<file path="src/rtl/ifetch_pkg.sv">
// ifetch_pkg: shared constants and the buffered-entry layout for the instruction fetch stage
package ifetch_pkg;
    localparam int INST_BYTES = 4;
    localparam logic [31:0] DEFAULT_RESET_PC = 32'h0000_0000;
    typedef struct packed {
        logic [31:0] pc;
        logic [31:0] inst;
    } entry_t;
endpackage

</file>
<file path="src/rtl/fifo_sync.sv">
// fifo_sync: synchronous FIFO with clear, push/pop and occupancy count
module fifo_sync #(
    parameter int WIDTH = 64,
    parameter int DEPTH = 4,
    localparam int AW = $clog2(DEPTH)
) (
    input  logic             clk,
    input  logic             rst,
    input  logic             clr,
    input  logic             push,
    input  logic             pop,
    input  logic [WIDTH-1:0] din,
    output logic [WIDTH-1:0] dout,
    output logic [AW:0]      count
);
    logic [WIDTH-1:0] mem [DEPTH];
    logic [AW-1:0] rd_ptr, wr_ptr;
    assign dout = mem[rd_ptr];
    always_ff @(posedge clk) begin
        if (rst) begin
            mem <= '{default: '0};
            rd_ptr <= '0;
            wr_ptr <= '0;
            count <= '0;
        end else if (clr) begin
            rd_ptr <= '0;
            wr_ptr <= '0;
            count <= '0;
        end else begin
            if (push) mem[wr_ptr] <= din;
            wr_ptr <= push ? wr_ptr + AW'(1) : wr_ptr;
            rd_ptr <= pop ? rd_ptr + AW'(1) : rd_ptr;
            count <= count + (AW+1)'(push) - (AW+1)'(pop);
        end
    end
endmodule

</file>
<file path="src/rtl/inst_fetch.sv">
// inst_fetch: in-order instruction fetch with credit-limited requests, entry FIFO and redirect flush
// Define IFETCH_BYPASS_EN to present a response on inst_* in its arrival cycle when the FIFO is empty.
module inst_fetch
    import ifetch_pkg::*;
#(
    parameter int WORD_LEN = 32,
    parameter int FIFO_DEPTH = 4,
    parameter logic [WORD_LEN-1:0] RESET_PC = WORD_LEN'(DEFAULT_RESET_PC)
) (
    input  logic                clk,
    input  logic                rst,
    output logic                imem_req_valid,
    input  logic                imem_req_ready,
    output logic [WORD_LEN-1:0] imem_req_addr,
    input  logic                imem_resp_valid,
    input  logic [WORD_LEN-1:0] imem_resp_data,
    input  logic                redirect_valid,
    input  logic [WORD_LEN-1:0] redirect_pc,
    output logic                inst_valid,
    input  logic                inst_ready,
    output logic [WORD_LEN-1:0] inst_data,
    output logic [WORD_LEN-1:0] inst_pc
);
    localparam int CW = $clog2(FIFO_DEPTH) + 1;
    localparam logic [WORD_LEN-1:0] STEP = WORD_LEN'(INST_BYTES);
    logic [WORD_LEN-1:0] fetch_pc, resp_pc, target;
    logic [CW-1:0] fifo_cnt, inflight_cnt, inflight_nxt, discard_cnt;
    logic [2*WORD_LEN-1:0] head;
    logic req_fire, resp_live, byp, push, pop, fifo_empty;
    assign target = redirect_pc & ~WORD_LEN'(3);
    assign fifo_empty = fifo_cnt == '0;
    assign imem_req_valid = !rst && !redirect_valid
        && ({1'b0, inflight_cnt} + {1'b0, fifo_cnt} < (CW+1)'(FIFO_DEPTH));
    assign imem_req_addr = rst ? RESET_PC : fetch_pc;
    assign req_fire = imem_req_valid && imem_req_ready;
    // Stale responses and anything arriving alongside a redirect belong to the old stream.
    assign resp_live = imem_resp_valid && discard_cnt == '0 && !redirect_valid;
`ifdef IFETCH_BYPASS_EN
    assign byp = !rst && resp_live && fifo_empty;
`else
    assign byp = 1'b0;
`endif
    assign inst_valid = !rst && !redirect_valid && (!fifo_empty || byp);
    assign inst_pc = rst ? '0 : byp ? resp_pc : head[2*WORD_LEN-1:WORD_LEN];
    assign inst_data = rst ? '0 : byp ? imem_resp_data : head[WORD_LEN-1:0];
    assign push = resp_live && !(byp && inst_ready);
    assign pop = inst_valid && inst_ready && !fifo_empty;
    assign inflight_nxt = inflight_cnt + CW'(req_fire) - CW'(imem_resp_valid);
    fifo_sync #(.WIDTH(2*WORD_LEN), .DEPTH(FIFO_DEPTH)) u_fifo (
        .clk(clk),
        .rst(rst),
        .clr(redirect_valid),
        .push(push),
        .pop(pop),
        .din({resp_pc, imem_resp_data}),
        .dout(head),
        .count(fifo_cnt)
    );
    always_ff @(posedge clk) begin
        if (rst) begin
            fetch_pc <= RESET_PC;
            resp_pc <= RESET_PC;
            inflight_cnt <= '0;
            discard_cnt <= '0;
        end else begin
            inflight_cnt <= inflight_nxt;
            fetch_pc <= redirect_valid ? target : req_fire ? fetch_pc + STEP : fetch_pc;
            resp_pc <= redirect_valid ? target : resp_live ? resp_pc + STEP : resp_pc;
            discard_cnt <= redirect_valid ? inflight_nxt
                : (imem_resp_valid && discard_cnt != '0) ? discard_cnt - CW'(1) : discard_cnt;
        end
    end
    assert property (@(posedge clk) disable iff (rst) imem_resp_valid |-> inflight_cnt != '0);
endmodule
</file>
<file path="config.mk">
export PLATFORM = sky130hd
export DESIGN_NAME = inst_fetch
export DESIGN_NICKNAME = d
export VERILOG_FILES = /design/src/rtl/ifetch_pkg.sv /design/src/rtl/fifo_sync.sv /design/src/rtl/inst_fetch.sv
export SDC_FILE = /design/constraint.sdc
export NUM_CORES = 1
export LEC_CHECK = 0
export CAP_MARGIN = 30
export CORE_ASPECT_RATIO = 0.75
export CORE_MARGIN = 4
export CORE_UTILIZATION = 58
export CTS_CLUSTER_SIZE = 30
export DETAILED_ROUTE_END_ITERATION = 8
export HOLD_SLACK_MARGIN = 0.03
export PLACE_DENSITY = 0.9
export SLEW_MARGIN = 10
export SYNTH_ARGS = -nofsm -noshare
export SYNTH_HDL_FRONTEND = slang
export SYNTH_HIERARCHICAL = 1
export SYNTH_SLANG_ARGS = --single-unit
</file>
<file path="constraint.sdc">
create_clock -name clk -period 3.2 [get_ports clk]
set_input_delay 0.32 -clock clk [delete_from_list [all_inputs] [get_ports clk]]
set_output_delay 0.32 -clock clk [all_outputs]
set_load 0.02 [all_outputs]
</file>
==> results.json <==
{
  "crit_fanout": 33,
  "rows": 53,
  "min_from": "rst",
  "setup_violations": 0,
  "clock-sinks": 329,
  "hp-class": "input pin to flip-flop",
  "io_pins": 168,
  "status": "finished clean",
  "die_y_microns": 154,
  "drtPass1Iterations": 5,
  "netlist_instances": 1600,
  "vias": 11924,
  "slew_headroom_pct": 38.3,
  "cp_data_required_time_ns": 2.88,
  "min_to": "inflight_cnt[2]$_SDFF_PP0_",
  "clock_latency_ns": 0.56,
  "detail-route-antenna-nets": 0,
  "net-switching-power_mw": 2.10,
  "ctsHoldBuffers": 0,
  "max_freq_mhz": 331,
  "gr-total-overflow": 0,
  "r2r-end": "discard_cnt[2]$_SDFFE_PP0P_",
  "root_buffer": "clkbuf_16",
  "p_leak_nw": 7.76,
  "yosysWarnings": 6,
  "min_period_ns": 3.02,
  "cts_buffers": 31,
  "slew_viol_final": 0,
  "switching_share_pct": 24.2,
  "ys_seq_area_share_pct": 40.0,
  "power_density_mw_per_mm2": 452,
  "dpl.hpwl_microns": 24900,
  "combPwrFrac_pct": 10.1,
  "area_growth_pct": 16.5,
  "synth_edf_count": 0,
  "multi_input_area_sq_mm": 0.00914,
  "synthFlopType": "dfxtp_1",
  "rsz0062_at_grt": "false",
  "yosysTopAreaCell": "dfxtp_1",
  "io_buffers": 163,
  "start_util_pct": 58.8,
  "layout_commonest_cell": "dfxtp_1",
  "post_cts_resized": 0,
  "core_sq_mm": 0.0280,
  "dp_cells": 2051,
  "wl_per_cell_microns": 18.1,
  "clkPwrFrac_pct": 40.3,
  "grt_usage_pct": 23.8,
  "dieArea_sq_mm": 0.0312,
  "tightest_slew_ns": 0.922,
  "peakVddDrop_mv": 0.307,
  "drv_cap": 0,
  "fin_crit_sh_pct": 94.4,
  "ys_seq_elements": 329,
  "start_kind": "flip-flop",
  "finClkSkew_ns": 0.0298,
  "fillCellCount": 2048,
  "cts_tree": "yes",
  "whs_path_depth": 3,
  "hold_violations": 0,
  "mostFrequentLayoutCells": "327 x dfxtp_1, 320 x nand2b_1, 257 x mux2i_1, 161 x clkdlybuf4s50_1, 94 x nor2b_1",
  "globalplace.congestion": 0.848,
  "ys_types": 64,
  "rr_worst_depth": 10,
  "vias_per_cell": 5.67,
  "ff2ff_setup_slack_ns": 0.60,
  "seq_power_share_pct": 49.6,
  "critPathKind": "flip-flop to output port",
  "grt_pass1_vias": 12155,
  "synth.avg_cell_area_sq_um": 10.3,
  "cts.clk_slew.worst_paths_ns": 0.06,
  "synth_top_area_share_pct": 40.0,
  "instances_no_fill": 2104,
  "die_x_microns": 203,
  "antenna_found_initial": 1,
  "drt_iter0_markers": 722,
  "worstSetupEndpointType": "output port",
  "final_layout_size_suffix_gt1_share_pct": 9.31,
  "tns_ns": 0,
  "htreeDepth": 1,
  "finalWirelength_microns": 38000,
  "fin_nets": 1785,
  "grt_pass1_wl_microns": 62300,
  "grt_max_degree": 189,
  "async_reset_ff_share_pct": 0,
  "post_cts_buffers": 0,
  "register_area_sq_mm": 0.00659,
  "regToRegStartpoint": "u_fifo/count[2]$_SDFF_PP0_",
  "synth_area_sq_mm": 0.0165,
  "clockBufferDepth": 3,
  "drc": 0,
  "yosys-top-cells-area": "dfxtp_1 40%, mux2i_1 16%, nand2b_1 12%",
  "intPower_mw": 6.58,
  "cp_data_arrival_time_ns": 2.70
}
-- layer usage --
| layer | wire length (microns) | share of wire (%) | track usage (%) |
|---|---|---|---|
| met5 | 0 | 0 | 0 |
| met4 | 736 | 1.9 | 5.49 |
| met3 | 2010 | 5.3 | 3.37 |
| met2 | 17400 | 46 | 38.0 |
| met1 | 17800 | 47 | 34.5 |
-- registers in the layout (all words and copies together) (netlist names) --
signal and count:
u_fifo/mem 256, fetch_pc 30, resp_pc 30, discard_cnt 3, inflight_cnt 3, u_fifo/count 3
u_fifo/rd_ptr 2, u_fifo/wr_ptr 2
-- through the flow --
stage | total power [mW] | setup WS [ns] | util [%] | hold WS (ns) | instance area (sq um)
after global placement | 5.22 | 0.565 | 65.1 | 0.455 | 18200
after detailed placement | 5.25 | 0.464 | 65.1 | 0.462 | 18200
after CTS | 8.74 | 0.147 | 68.5 | 0.269 | 19200
after global routing | 9.00 | 0.0790 | 68.6 | 0.286 | 19200
final | 8.68 | 0.180 | 68.6 | 0.255 | 19200
after floorplan | 4.95 | 0.527 | - | 0.445 | 16500
-- synthesized netlist by cell type (25+ instances only) --
library cell,instances
a21oi_1,25
buf_4,27
clkbuf_1,64
dfxtp_1,329
inv_1,26
mux2i_1,257
mux4_2,64
nand2_1,55
nand2b_1,320
nor2_1,53
nor2b_1,94
xnor2_1,26
-- critical path, stage by stage, from the launching register on --
cell	delay [ns]
dfxtp_4	0.52
buf_12	0.29
mux4_2	0.60
nor2b_1	0.16
clkdlybuf4s50_1	0.56
-- worst max-delay path by stage --
stage / startpoint / endpoint / slack [ns] / cells after the start
3_3_place_gp: imem_resp_valid / resp_pc[20]$_SDFFE_PP0P_ / 0.57 / 6
3_5_place_dp: imem_resp_valid / resp_pc[24]$_SDFFE_PP0P_ / 0.46 / 5
4_1_cts: u_fifo/rd_ptr[0]$_SDFFE_PP0P_ / inst_pc[31] / 0.15 / 4
5_1_grt: u_fifo/rd_ptr[0]$_SDFFE_PP0P_ / inst_pc[31] / 0.08 / 4
2_1_floorplan: u_fifo/count[2]$_SDFF_PP0_ / discard_cnt[2]$_SDFFE_PP0P_ / 0.53 / 12
6_report: u_fifo/rd_ptr[0]$_SDFFE_PP0P_ / inst_pc[31] / 0.18 / 4
-- power groups by stage --
stage / clock network [mW] / registers (mW) / logic, mW
global route: 3.74 / 4.32 / 0.945
global placement: 0 / 4.38 / 0.834
detailed placement: 0 / 4.39 / 0.862
floorplan: 0 / 4.36 / 0.595
CTS: 3.57 / 4.30 / 0.870
finish: 3.50 / 4.31 / 0.875
-- layout make-up --
cell class                 count  area share [%]
clock buffer                  40            4.48
inverter                      27           0.528
clock inverter                12           0.476
antenna                        1          0.0130
tap                          385            2.51
timing repair buffer         187            9.97
sequential                   329            34.4
multi-input combinational   1123            47.7
-- cells by family (layout without fill, tap and decap cells) --
| kind of cell | after synthesis | in the layout | share of synthesized area (%) |
|---|---|---|---|
| fa+ha+maj | 16 | 16 | 1.31 |
| compound gates | 115 | 115 | 4.55 |
| flops | 329 | 329 | 40.0 |
| other cells | 1 | 5 | 0.0228 |
| xor+xnor | 32 | 32 | 1.79 |
| mux | 324 | 324 | 24.6 |
| simple gates | 632 | 632 | 23.2 |
| buf+inv | 151 | 266 | 4.54 |
Power figures use the tool's default switching activity.
